==> src/rtl/uart_pkg.sv <==
// Shared types and elaboration helpers for the UART core with RX FIFO.
package uart_pkg;

    typedef enum logic [2:0] {
        TX_IDLE,
        TX_START,
        TX_DATA,
        TX_PARITY,
        TX_STOP
    } tx_state_t;

    typedef enum logic [2:0] {
        RX_IDLE,
        RX_START,
        RX_DATA,
        RX_PARITY,
        RX_STOP,
        RX_WAIT_HIGH
    } rx_state_t;

    // Clocks per oversample tick, rounded to nearest.
    function automatic int unsigned calc_div(input int unsigned clk_freq,
                                             input int unsigned baud,
                                             input int unsigned oversample);
        int unsigned tick_hz;
        tick_hz = baud * oversample;
        return (clk_freq + tick_hz / 2) / tick_hz;
    endfunction

    // Bits needed to hold the values 0..max_val (at least one).
    function automatic int unsigned width_of(input int unsigned max_val);
        return (max_val < 2) ? 1 : $clog2(max_val + 1);
    endfunction

endpackage

==> src/rtl/uart_sync_fifo.sv <==
// Synchronous FIFO with a registered head word; pointers carry a wrap bit.
module uart_sync_fifo #(
    parameter int unsigned WIDTH = 8,
    parameter int unsigned DEPTH = 8
) (
    input  logic             clk,
    input  logic             rst,
    input  logic             push_i,
    input  logic [WIDTH-1:0] data_i,
    input  logic             pop_i,
    output logic             full_o,
    output logic             empty_o,
    output logic [WIDTH-1:0] head_o
);

    localparam int unsigned AW = $clog2(DEPTH);

    logic [WIDTH-1:0] mem_q [DEPTH];
    logic [AW:0]      wr_q, wr_d;
    logic [AW:0]      rd_q, rd_d;
    logic [WIDTH-1:0] head_q, head_d;
    logic             do_push, do_pop;

    // Flags, accepted operations and the head word as seen after this edge.
    always_comb begin
        empty_o = (wr_q == rd_q);
        full_o  = (wr_q[AW] != rd_q[AW]) && (wr_q[AW-1:0] == rd_q[AW-1:0]);
        do_pop  = pop_i && !empty_o;
        do_push = push_i && (!full_o || do_pop);
        wr_d    = wr_q + (AW+1)'(do_push);
        rd_d    = rd_q + (AW+1)'(do_pop);
        // A push landing in the new read slot means the FIFO was about to be empty.
        if (wr_d == rd_d) begin
            head_d = '0;
        end else if (do_push && (wr_q[AW-1:0] == rd_d[AW-1:0])) begin
            head_d = data_i;
        end else begin
            head_d = mem_q[rd_d[AW-1:0]];
        end
    end

    // Storage array, written on every accepted push.
    always_ff @(posedge clk) begin
        if (do_push) begin
            mem_q[wr_q[AW-1:0]] <= data_i;
        end
    end

    // Pointer and head registers.
    always_ff @(posedge clk or posedge rst) begin
        if (rst) begin
            wr_q   <= '0;
            rd_q   <= '0;
            head_q <= '0;
        end else begin
            wr_q   <= wr_d;
            rd_q   <= rd_d;
            head_q <= head_d;
        end
    end

    assign head_o = head_q;

endmodule

==> src/rtl/uart_core_fifo.sv <==
// Full-duplex UART: shared baud generator, TX FSM, oversampled RX FSM, RX FIFO.
// Define UART_PARITY_EN for an even parity bit on TX/RX and the out_Rx_PE flag.
module uart_core_fifo
    import uart_pkg::*;
#(
    parameter int unsigned CLK_FREQ   = 100_000_000,
    parameter int unsigned BAUD       = 115_200,
    parameter int unsigned OVERSAMPLE = 16,
    parameter int unsigned DATA_BITS  = 8,
    parameter int unsigned STOP_BITS  = 1,
    parameter int unsigned RX_DEPTH   = 8
) (
    input  logic                 clk,
    input  logic                 rst,
    input  logic [DATA_BITS-1:0] in_w_data,
    input  logic                 in_valid,
    output logic                 out_BUSY,
    output logic                 out_signal,
    input  logic                 in_signal,
    output logic [DATA_BITS-1:0] out_word,
    output logic                 out_RXNE,
    input  logic                 in_RXNE_clear,
    output logic                 out_Rx_ORE,
    output logic                 out_Rx_FE,
    input  logic                 in_err_clear
`ifdef UART_PARITY_EN
    ,
    output logic                 out_Rx_PE
`endif
);

    localparam int unsigned DIV   = calc_div(CLK_FREQ, BAUD, OVERSAMPLE);
    localparam int unsigned DIV_W = width_of(DIV);
    localparam int unsigned OS_W  = width_of(OVERSAMPLE - 1);
    localparam int unsigned BIT_W = width_of(DATA_BITS - 1);

    if (DIV < 1) begin : g_bad_div
        $error("uart_core_fifo: baud divider rounds below 1");
    end
    if ((OVERSAMPLE < 8) || (OVERSAMPLE % 2 != 0) || (DATA_BITS < 5) || (DATA_BITS > 9) ||
        (STOP_BITS < 1) || (STOP_BITS > 2) || (RX_DEPTH < 2) ||
        ((RX_DEPTH & (RX_DEPTH - 1)) != 0)) begin : g_bad_param
        $error("uart_core_fifo: parameter out of range");
    end

    // ---------------- baud generator ----------------
    logic [DIV_W-1:0] baud_cnt_q, baud_cnt_d;
    logic             baud_tick;

    // Free-running divider producing a one-cycle oversample tick.
    always_comb begin
        baud_tick  = (baud_cnt_q == DIV_W'(DIV - 1));
        baud_cnt_d = baud_tick ? '0 : baud_cnt_q + DIV_W'(1);
    end

    // Divider register.
    always_ff @(posedge clk or posedge rst) begin
        if (rst) baud_cnt_q <= '0;
        else     baud_cnt_q <= baud_cnt_d;
    end

    // ---------------- transmitter ----------------
    tx_state_t            tx_state_q, tx_state_d;
    logic [DATA_BITS-1:0] tx_shift_q, tx_shift_d;
    logic [OS_W-1:0]      tx_tick_q, tx_tick_d;
    logic [BIT_W-1:0]     tx_bit_q, tx_bit_d;
    logic                 tx_run_q, tx_run_d;
`ifdef UART_PARITY_EN
    logic                 tx_par_q, tx_par_d;
`endif

    // TX state and datapath registers.
    always_ff @(posedge clk or posedge rst) begin
        if (rst) begin
            tx_state_q <= TX_IDLE;
            tx_shift_q <= '0;
            tx_tick_q  <= '0;
            tx_bit_q   <= '0;
            tx_run_q   <= 1'b0;
`ifdef UART_PARITY_EN
            tx_par_q   <= 1'b0;
`endif
        end else begin
            tx_state_q <= tx_state_d;
            tx_shift_q <= tx_shift_d;
            tx_tick_q  <= tx_tick_d;
            tx_bit_q   <= tx_bit_d;
            tx_run_q   <= tx_run_d;
`ifdef UART_PARITY_EN
            tx_par_q   <= tx_par_d;
`endif
        end
    end

    // TX next state: START holds the line high until the first tick, then bits last OVERSAMPLE ticks.
    always_comb begin
        tx_state_d = tx_state_q;
        tx_shift_d = tx_shift_q;
        tx_tick_d  = tx_tick_q;
        tx_bit_d   = tx_bit_q;
        tx_run_d   = tx_run_q;
`ifdef UART_PARITY_EN
        tx_par_d   = tx_par_q;
`endif
        if (tx_state_q == TX_IDLE) begin
            if (in_valid) begin
                tx_state_d = TX_START;
                tx_shift_d = in_w_data;
                tx_tick_d  = '0;
                tx_bit_d   = '0;
                tx_run_d   = 1'b0;
`ifdef UART_PARITY_EN
                tx_par_d   = ^in_w_data;
`endif
            end
        end else if (baud_tick) begin
            if (!tx_run_q) begin
                tx_run_d  = 1'b1;
                tx_tick_d = '0;
            end else if (tx_tick_q != OS_W'(OVERSAMPLE - 1)) begin
                tx_tick_d = tx_tick_q + OS_W'(1);
            end else begin
                tx_tick_d = '0;
                case (tx_state_q)
                    TX_START: begin
                        tx_state_d = TX_DATA;
                        tx_bit_d   = '0;
                    end
                    TX_DATA: begin
                        if (tx_bit_q == BIT_W'(DATA_BITS - 1)) begin
                            tx_bit_d   = '0;
`ifdef UART_PARITY_EN
                            tx_state_d = TX_PARITY;
`else
                            tx_state_d = TX_STOP;
`endif
                        end else begin
                            tx_bit_d   = tx_bit_q + BIT_W'(1);
                            tx_shift_d = tx_shift_q >> 1;
                        end
                    end
                    TX_PARITY: tx_state_d = TX_STOP;
                    TX_STOP: begin
                        if (tx_bit_q == BIT_W'(STOP_BITS - 1)) tx_state_d = TX_IDLE;
                        else                                    tx_bit_d   = tx_bit_q + BIT_W'(1);
                    end
                    default: tx_state_d = TX_IDLE;
                endcase
            end
        end
    end

    // TX outputs decoded from registered state.
    always_comb begin
        out_BUSY   = (tx_state_q != TX_IDLE);
        out_signal = 1'b1;
        case (tx_state_q)
            TX_START:  out_signal = ~tx_run_q;
            TX_DATA:   out_signal = tx_shift_q[0];
`ifdef UART_PARITY_EN
            TX_PARITY: out_signal = tx_par_q;
`endif
            default:   out_signal = 1'b1;
        endcase
    end

    // ---------------- receiver ----------------
    logic                 rx_meta_q, rx_sync_q, rx_prev_q;
    rx_state_t            rx_state_q, rx_state_d;
    logic [OS_W-1:0]      rx_tick_q, rx_tick_d;
    logic [BIT_W-1:0]     rx_bit_q, rx_bit_d;
    logic [DATA_BITS-1:0] rx_shift_q, rx_shift_d;
    logic                 rx_push_q, rx_push_d;
    logic                 fe_set;
`ifdef UART_PARITY_EN
    logic                 pe_set;
    logic                 pe_q;
`endif

    // Two-flop synchroniser plus delayed copy for falling-edge detection.
    always_ff @(posedge clk or posedge rst) begin
        if (rst) begin
            rx_meta_q <= 1'b1;
            rx_sync_q <= 1'b1;
            rx_prev_q <= 1'b1;
        end else begin
            rx_meta_q <= in_signal;
            rx_sync_q <= rx_meta_q;
            rx_prev_q <= rx_sync_q;
        end
    end

    // RX state and datapath registers.
    always_ff @(posedge clk or posedge rst) begin
        if (rst) begin
            rx_state_q <= RX_IDLE;
            rx_tick_q  <= '0;
            rx_bit_q   <= '0;
            rx_shift_q <= '0;
            rx_push_q  <= 1'b0;
        end else begin
            rx_state_q <= rx_state_d;
            rx_tick_q  <= rx_tick_d;
            rx_bit_q   <= rx_bit_d;
            rx_shift_q <= rx_shift_d;
            rx_push_q  <= rx_push_d;
        end
    end

    // RX next state: mid-start check, then one sample every OVERSAMPLE ticks.
    always_comb begin
        rx_state_d = rx_state_q;
        rx_tick_d  = rx_tick_q;
        rx_bit_d   = rx_bit_q;
        rx_shift_d = rx_shift_q;
        rx_push_d  = 1'b0;
        fe_set     = 1'b0;
`ifdef UART_PARITY_EN
        pe_set     = 1'b0;
`endif
        case (rx_state_q)
            RX_IDLE: begin
                if (rx_prev_q && !rx_sync_q) begin
                    rx_state_d = RX_START;
                    rx_tick_d  = '0;
                end
            end
            RX_START: begin
                if (baud_tick) begin
                    if (rx_tick_q == OS_W'(OVERSAMPLE / 2 - 1)) begin
                        rx_tick_d  = '0;
                        rx_bit_d   = '0;
                        rx_state_d = rx_sync_q ? RX_IDLE : RX_DATA;
                    end else begin
                        rx_tick_d = rx_tick_q + OS_W'(1);
                    end
                end
            end
            RX_DATA: begin
                if (baud_tick) begin
                    if (rx_tick_q == OS_W'(OVERSAMPLE - 1)) begin
                        rx_tick_d  = '0;
                        rx_shift_d = {rx_sync_q, rx_shift_q[DATA_BITS-1:1]};
                        if (rx_bit_q == BIT_W'(DATA_BITS - 1)) begin
`ifdef UART_PARITY_EN
                            rx_state_d = RX_PARITY;
`else
                            rx_state_d = RX_STOP;
`endif
                        end else begin
                            rx_bit_d = rx_bit_q + BIT_W'(1);
                        end
                    end else begin
                        rx_tick_d = rx_tick_q + OS_W'(1);
                    end
                end
            end
`ifdef UART_PARITY_EN
            RX_PARITY: begin
                if (baud_tick) begin
                    if (rx_tick_q == OS_W'(OVERSAMPLE - 1)) begin
                        rx_tick_d  = '0;
                        pe_set     = ^{rx_shift_q, rx_sync_q};
                        rx_state_d = RX_STOP;
                    end else begin
                        rx_tick_d = rx_tick_q + OS_W'(1);
                    end
                end
            end
`endif
            RX_STOP: begin
                if (baud_tick) begin
                    if (rx_tick_q == OS_W'(OVERSAMPLE - 1)) begin
                        rx_tick_d = '0;
                        if (rx_sync_q) begin
                            rx_push_d  = 1'b1;
                            rx_state_d = RX_IDLE;
                        end else begin
                            fe_set     = 1'b1;
                            rx_state_d = RX_WAIT_HIGH;
                        end
                    end else begin
                        rx_tick_d = rx_tick_q + OS_W'(1);
                    end
                end
            end
            RX_WAIT_HIGH: begin
                if (rx_sync_q) rx_state_d = RX_IDLE;
            end
            default: rx_state_d = RX_IDLE;
        endcase
    end

    // ---------------- RX FIFO and sticky flags ----------------
    logic fifo_full, fifo_empty;
    logic ore_set;
    logic ore_q, fe_q;

    uart_sync_fifo #(
        .WIDTH (DATA_BITS),
        .DEPTH (RX_DEPTH)
    ) u_rx_fifo (
        .clk     (clk),
        .rst     (rst),
        .push_i  (rx_push_q),
        .data_i  (rx_shift_q),
        .pop_i   (in_RXNE_clear),
        .full_o  (fifo_full),
        .empty_o (fifo_empty),
        .head_o  (out_word)
    );

    // Overrun only when a full FIFO is not popped in the same cycle.
    always_comb begin
        ore_set  = rx_push_q && fifo_full && !in_RXNE_clear;
        out_RXNE = !fifo_empty;
    end

    // Sticky error flags; a set event outranks a simultaneous clear.
    always_ff @(posedge clk or posedge rst) begin
        if (rst) begin
            ore_q <= 1'b0;
            fe_q  <= 1'b0;
`ifdef UART_PARITY_EN
            pe_q  <= 1'b0;
`endif
        end else begin
            ore_q <= ore_set | (ore_q & ~in_err_clear);
            fe_q  <= fe_set  | (fe_q  & ~in_err_clear);
`ifdef UART_PARITY_EN
            pe_q  <= pe_set  | (pe_q  & ~in_err_clear);
`endif
        end
    end

    assign out_Rx_ORE = ore_q;
    assign out_Rx_FE  = fe_q;
`ifdef UART_PARITY_EN
    assign out_Rx_PE  = pe_q;
`endif

endmodule
==> config.mk <==
export PLATFORM = sky130hd
export DESIGN_NAME = uart_core_fifo
export DESIGN_NICKNAME = d
export VERILOG_FILES = /design/src/rtl/uart_pkg.sv /design/src/rtl/uart_sync_fifo.sv /design/src/rtl/uart_core_fifo.sv
export SDC_FILE = /design/constraint.sdc
export NUM_CORES = 1
export LEC_CHECK = 0
export BUFFER_PORTS_ARGS = -buffer_cell sky130_fd_sc_hd__buf_4
export CAP_MARGIN = 0
export CORE_MARGIN = 4
export CORE_UTILIZATION = 40
export DETAILED_ROUTE_END_ITERATION = 10
export PLACE_DENSITY = 0.59
export SLEW_MARGIN = 30
export SYNTH_ARGS = -nofsm -noshare
export SYNTH_HDL_FRONTEND = slang
export SYNTH_SLANG_ARGS = --single-unit
==> constraint.sdc <==
create_clock -name clk -period 5.1 [get_ports clk]
set_input_delay 1.02 -clock clk [delete_from_list [all_inputs] [get_ports clk]]
set_output_delay 1.02 -clock clk [all_outputs]
set_load 0.01 [all_outputs]
==> results.md <==
- Placed insts: 623
- P_leak: 2.91 nW
- Worst hold path class: reg2reg
- Total Routing Usage GR: 0.149
- Overall Power: 0.00251 W
- Met2 Track Usage GR: 0.240
- Worst setup EP type: flip-flop
- Share of the synthesized area in the top cell type: 0.318
- Register bit total from synthesis: 129
- Post-synth EDFFs: 64
- Vias/cell: 5.44
- Max cap viols: 0
- Final Setup Violations: 0
- Most frequent cell after synthesis: edfxtp_1
- Clock skew: 8.95 ps
- Setup Fix Bufs, Post-CTS: 0
- Remaining Overflow, GRT: 0
- Synthesis Warnings: 0
- Post-CTS sizing: 0
- RSZ-0062 raised after global routing: no
- XOR/XNOR Fraction of Synth Area: 0.0359
- Worst-case clock buffer depth: 2
- Slew @ Worst Pin: 828 ps
- Synth area leader: edfxtp_1
- Unique masters post-synth: 72
- Placed wire-length estimate: 7660 um
- Root Buffer: clkbuf_16
- GRT busiest layer: met2
- DR WL/cell: 17.3 um
- Area Overhead vs Synth: 15.7%
- Synth Area in Adders: 0.0270
- Largest cells by area after synthesis: edfxtp_1, dfrtp_1, mux4_2
- Hold slack final: 357 ps
- Async set-or-reset flop fraction in the synthesized netlist: 0.504
- Critical Path AT: 3960 ps
- Final Non-Filler Cells: 655
- CP Max Fanout: 19
- Final net count: 485
- Largest net degree at the start of global routing: 66
- Avg Cell Area, Syn: 14.1 um^2
- Clock Sinks: 129
- Htree depth: 4
- Reg clk slew, reported paths: 60 ps
- Die H: 131 um
- Setup_tns: 0 ps
- # IOs: 27
- Netlist Area Pre-Place: 6030 um^2
- ANT cells: 0
- Setup Crit Path Kind: reg2reg
- Cell count after synthesis: 427
- Row count: 44
- Minimum clock period after layout: 3660 ps
- Vias in the first global route: 3,645
- Routed Antenna Nets: 0
- GRT met1 Usage: 0.193
- Outcome: completed
- Primary FF master, synth: edfxtp_1
- Main combinational cell family by area after synthesis: multiplexers
- Worst skew pair latency: 420 ps
- DRT Wirelength: 11,400 um
- Die W: 131 um
- Fin. Hold Viols: 0
- Placed inst area: 6390 um^2
- Total die area: 17,100 um^2
- Initial antenna violation count: 0
- First-pass GRT wire length: 19,300 um
- Sequential area share after synthesis: 0.589
- CTS tree: done
- Cell area after layout: 6980 um^2
- CP Data Required Time: 5400 ps
- Achievable Freq: 273 MHz
- Layout cells sized above 1: 0.234
- Drt pass-1 iters: 4
- Post-route DRC: 0
- Core Box Area: 14,600 um^2
- Worst vdd rail ir drop: 0.241 mV
- Starting Density: 0.412
- CTS Buf Count: 17
- # port buffers: 26
- Cell Pwr Density: 360 nW/um^2
- Post-Syn Nets: 454
- Slew headroom: 0.446
- Mux contribution to synthesized area: 0.121
- Synth Area in Simple Gates: 0.106
- Post-synthesis compound-gate area fraction: 0.0916
- Cts hold-fix bufs: 0
- 1st-iter DRT viols: 232
- Gpl congestion: 0.839
- Startpoint Class: flip-flop
- Met3 usage: 0.0459
- Most frequent cells after synthesis: edfxtp_1, dfrtp_1, nand2_1
- Max Slew Vio Count: 0
- Period utilization: 0.717
- Vias: 3,561
-- worst max-delay path, stage by stage, from the launching register on --
cell and delay (ps):
dfrtp_1 540, xnor2_1 180, and3_1 410, nand2_1 130
and2_1 190, ha_2 180, ha_1 800, xnor2_1 210
nand4_2 240, a21o_1 310, a221oi_1 330
-- cell usage in the layout, fill, tap and decap left out, types with 5 or more instances in the layout --
master,instances
mux2_4,7
clkinv_4,5
xnor2_1,11
a221oi_1,8
nand2_1,28
nand4_1,5
mux2_1,12
mux4_2,16
nor3_1,8
a211oi_1,10
o21ai_0,6
buf_4,31
edfxtp_1,64
nand2b_1,5
clkbuf_16,17
inv_1,16
nor2_1,23
nand3_1,12
mux2i_1,12
dfrtp_1,62
xor2_1,8
ha_1,12
-- state kept, by name (all words and copies together) (netlist names) --
| name | cells |
|---|---|
| tx_bit_q | 3 |
| tx_run_q | 1 |
| rx_push_q | 1 |
| tx_shift_q | 8 |
| rx_meta_q | 1 |
| tx_state_q | 3 |
| out_Rx_FE | 1 |
| tx_tick_q | 4 |
| rx_sync_q | 1 |
| baud_cnt_q | 6 |
| rx_tick_q | 4 |
| u_rx_fifo.mem_q | 64 |
| u_rx_fifo.wr_q | 4 |
| rx_state_q | 3 |
| u_rx_fifo.head_o | 8 |
| rx_shift_q | 8 |
| rx_prev_q | 1 |
| rx_bit_q | 3 |
| u_rx_fifo.rd_q | 4 |
| out_Rx_ORE | 1 |
-- where the power goes --
group          switching [W]  internal (W)
clock               0.000468      0.000723
sequential         0.0000482       0.00111
combinational      0.0000908     0.0000770
total               0.000607       0.00191
-- routing by layer --
layer | part of all wire | vias up
met5 | 0 | -
met4 | 0.010 | 0
met3 | 0.038 | 16
met2 | 0.49 | 71
met1 | 0.46 | 1795
li1 | - | 1679
-- metrics by stage --
step | setup slack (ps) | util
2_1_floorplan | 1980 | -
3_3_place_gp | 1560 | 0.437
4_1_cts | 1400 | 0.477
5_1_grt | 1140 | 0.477
3_5_place_dp | 1470 | 0.437
6_report | 1440 | 0.477
-- path summary, 6_finish.rpt --
check / start / to / slack (ps) / cells after the start
worst min-delay path: rx_meta_q / rx_sync_q / 360 / 0
worst min register to register: rx_meta_q / rx_sync_q / 360 / 0
min in group asynchronous: rst / tx_shift_q[1] / 750 / 3
worst max-delay path: u_rx_fifo.wr_q[2] / u_rx_fifo.head_o[4] / 1440 / 10
max in group asynchronous: rst / u_rx_fifo.wr_q[0] / 3930 / 3
worst max register to register: u_rx_fifo.wr_q[2] / u_rx_fifo.head_o[4] / 1440 / 10
-- logic make-up (layout without fill, tap and decap cells) --
| logic type | after synthesis | count (layout) |
|---|---|---|
| flops | 129 | 129 |
| simple gates | 110 | 110 |
| compound gates | 68 | 68 |
| mux | 48 | 48 |
| buf+inv | 38 | 82 |
| xor+xnor | 21 | 21 |
| fa+ha+maj | 13 | 13 |
-- layout make-up --
| type | count | area, um^2 |
|---|---|---|
| fillers | 1279 | 7660 |
| repair buffers | 32 | 244 |
| clock buffers | 17 | 425 |
| well taps | 184 | 230 |
| flip-flops and latches | 129 | 3550 |
| clock inverters | 15 | 160 |
| multi-input cells | 260 | 2300 |
| inverters | 18 | 67.6 |
(Power assumes the default switching activity.)
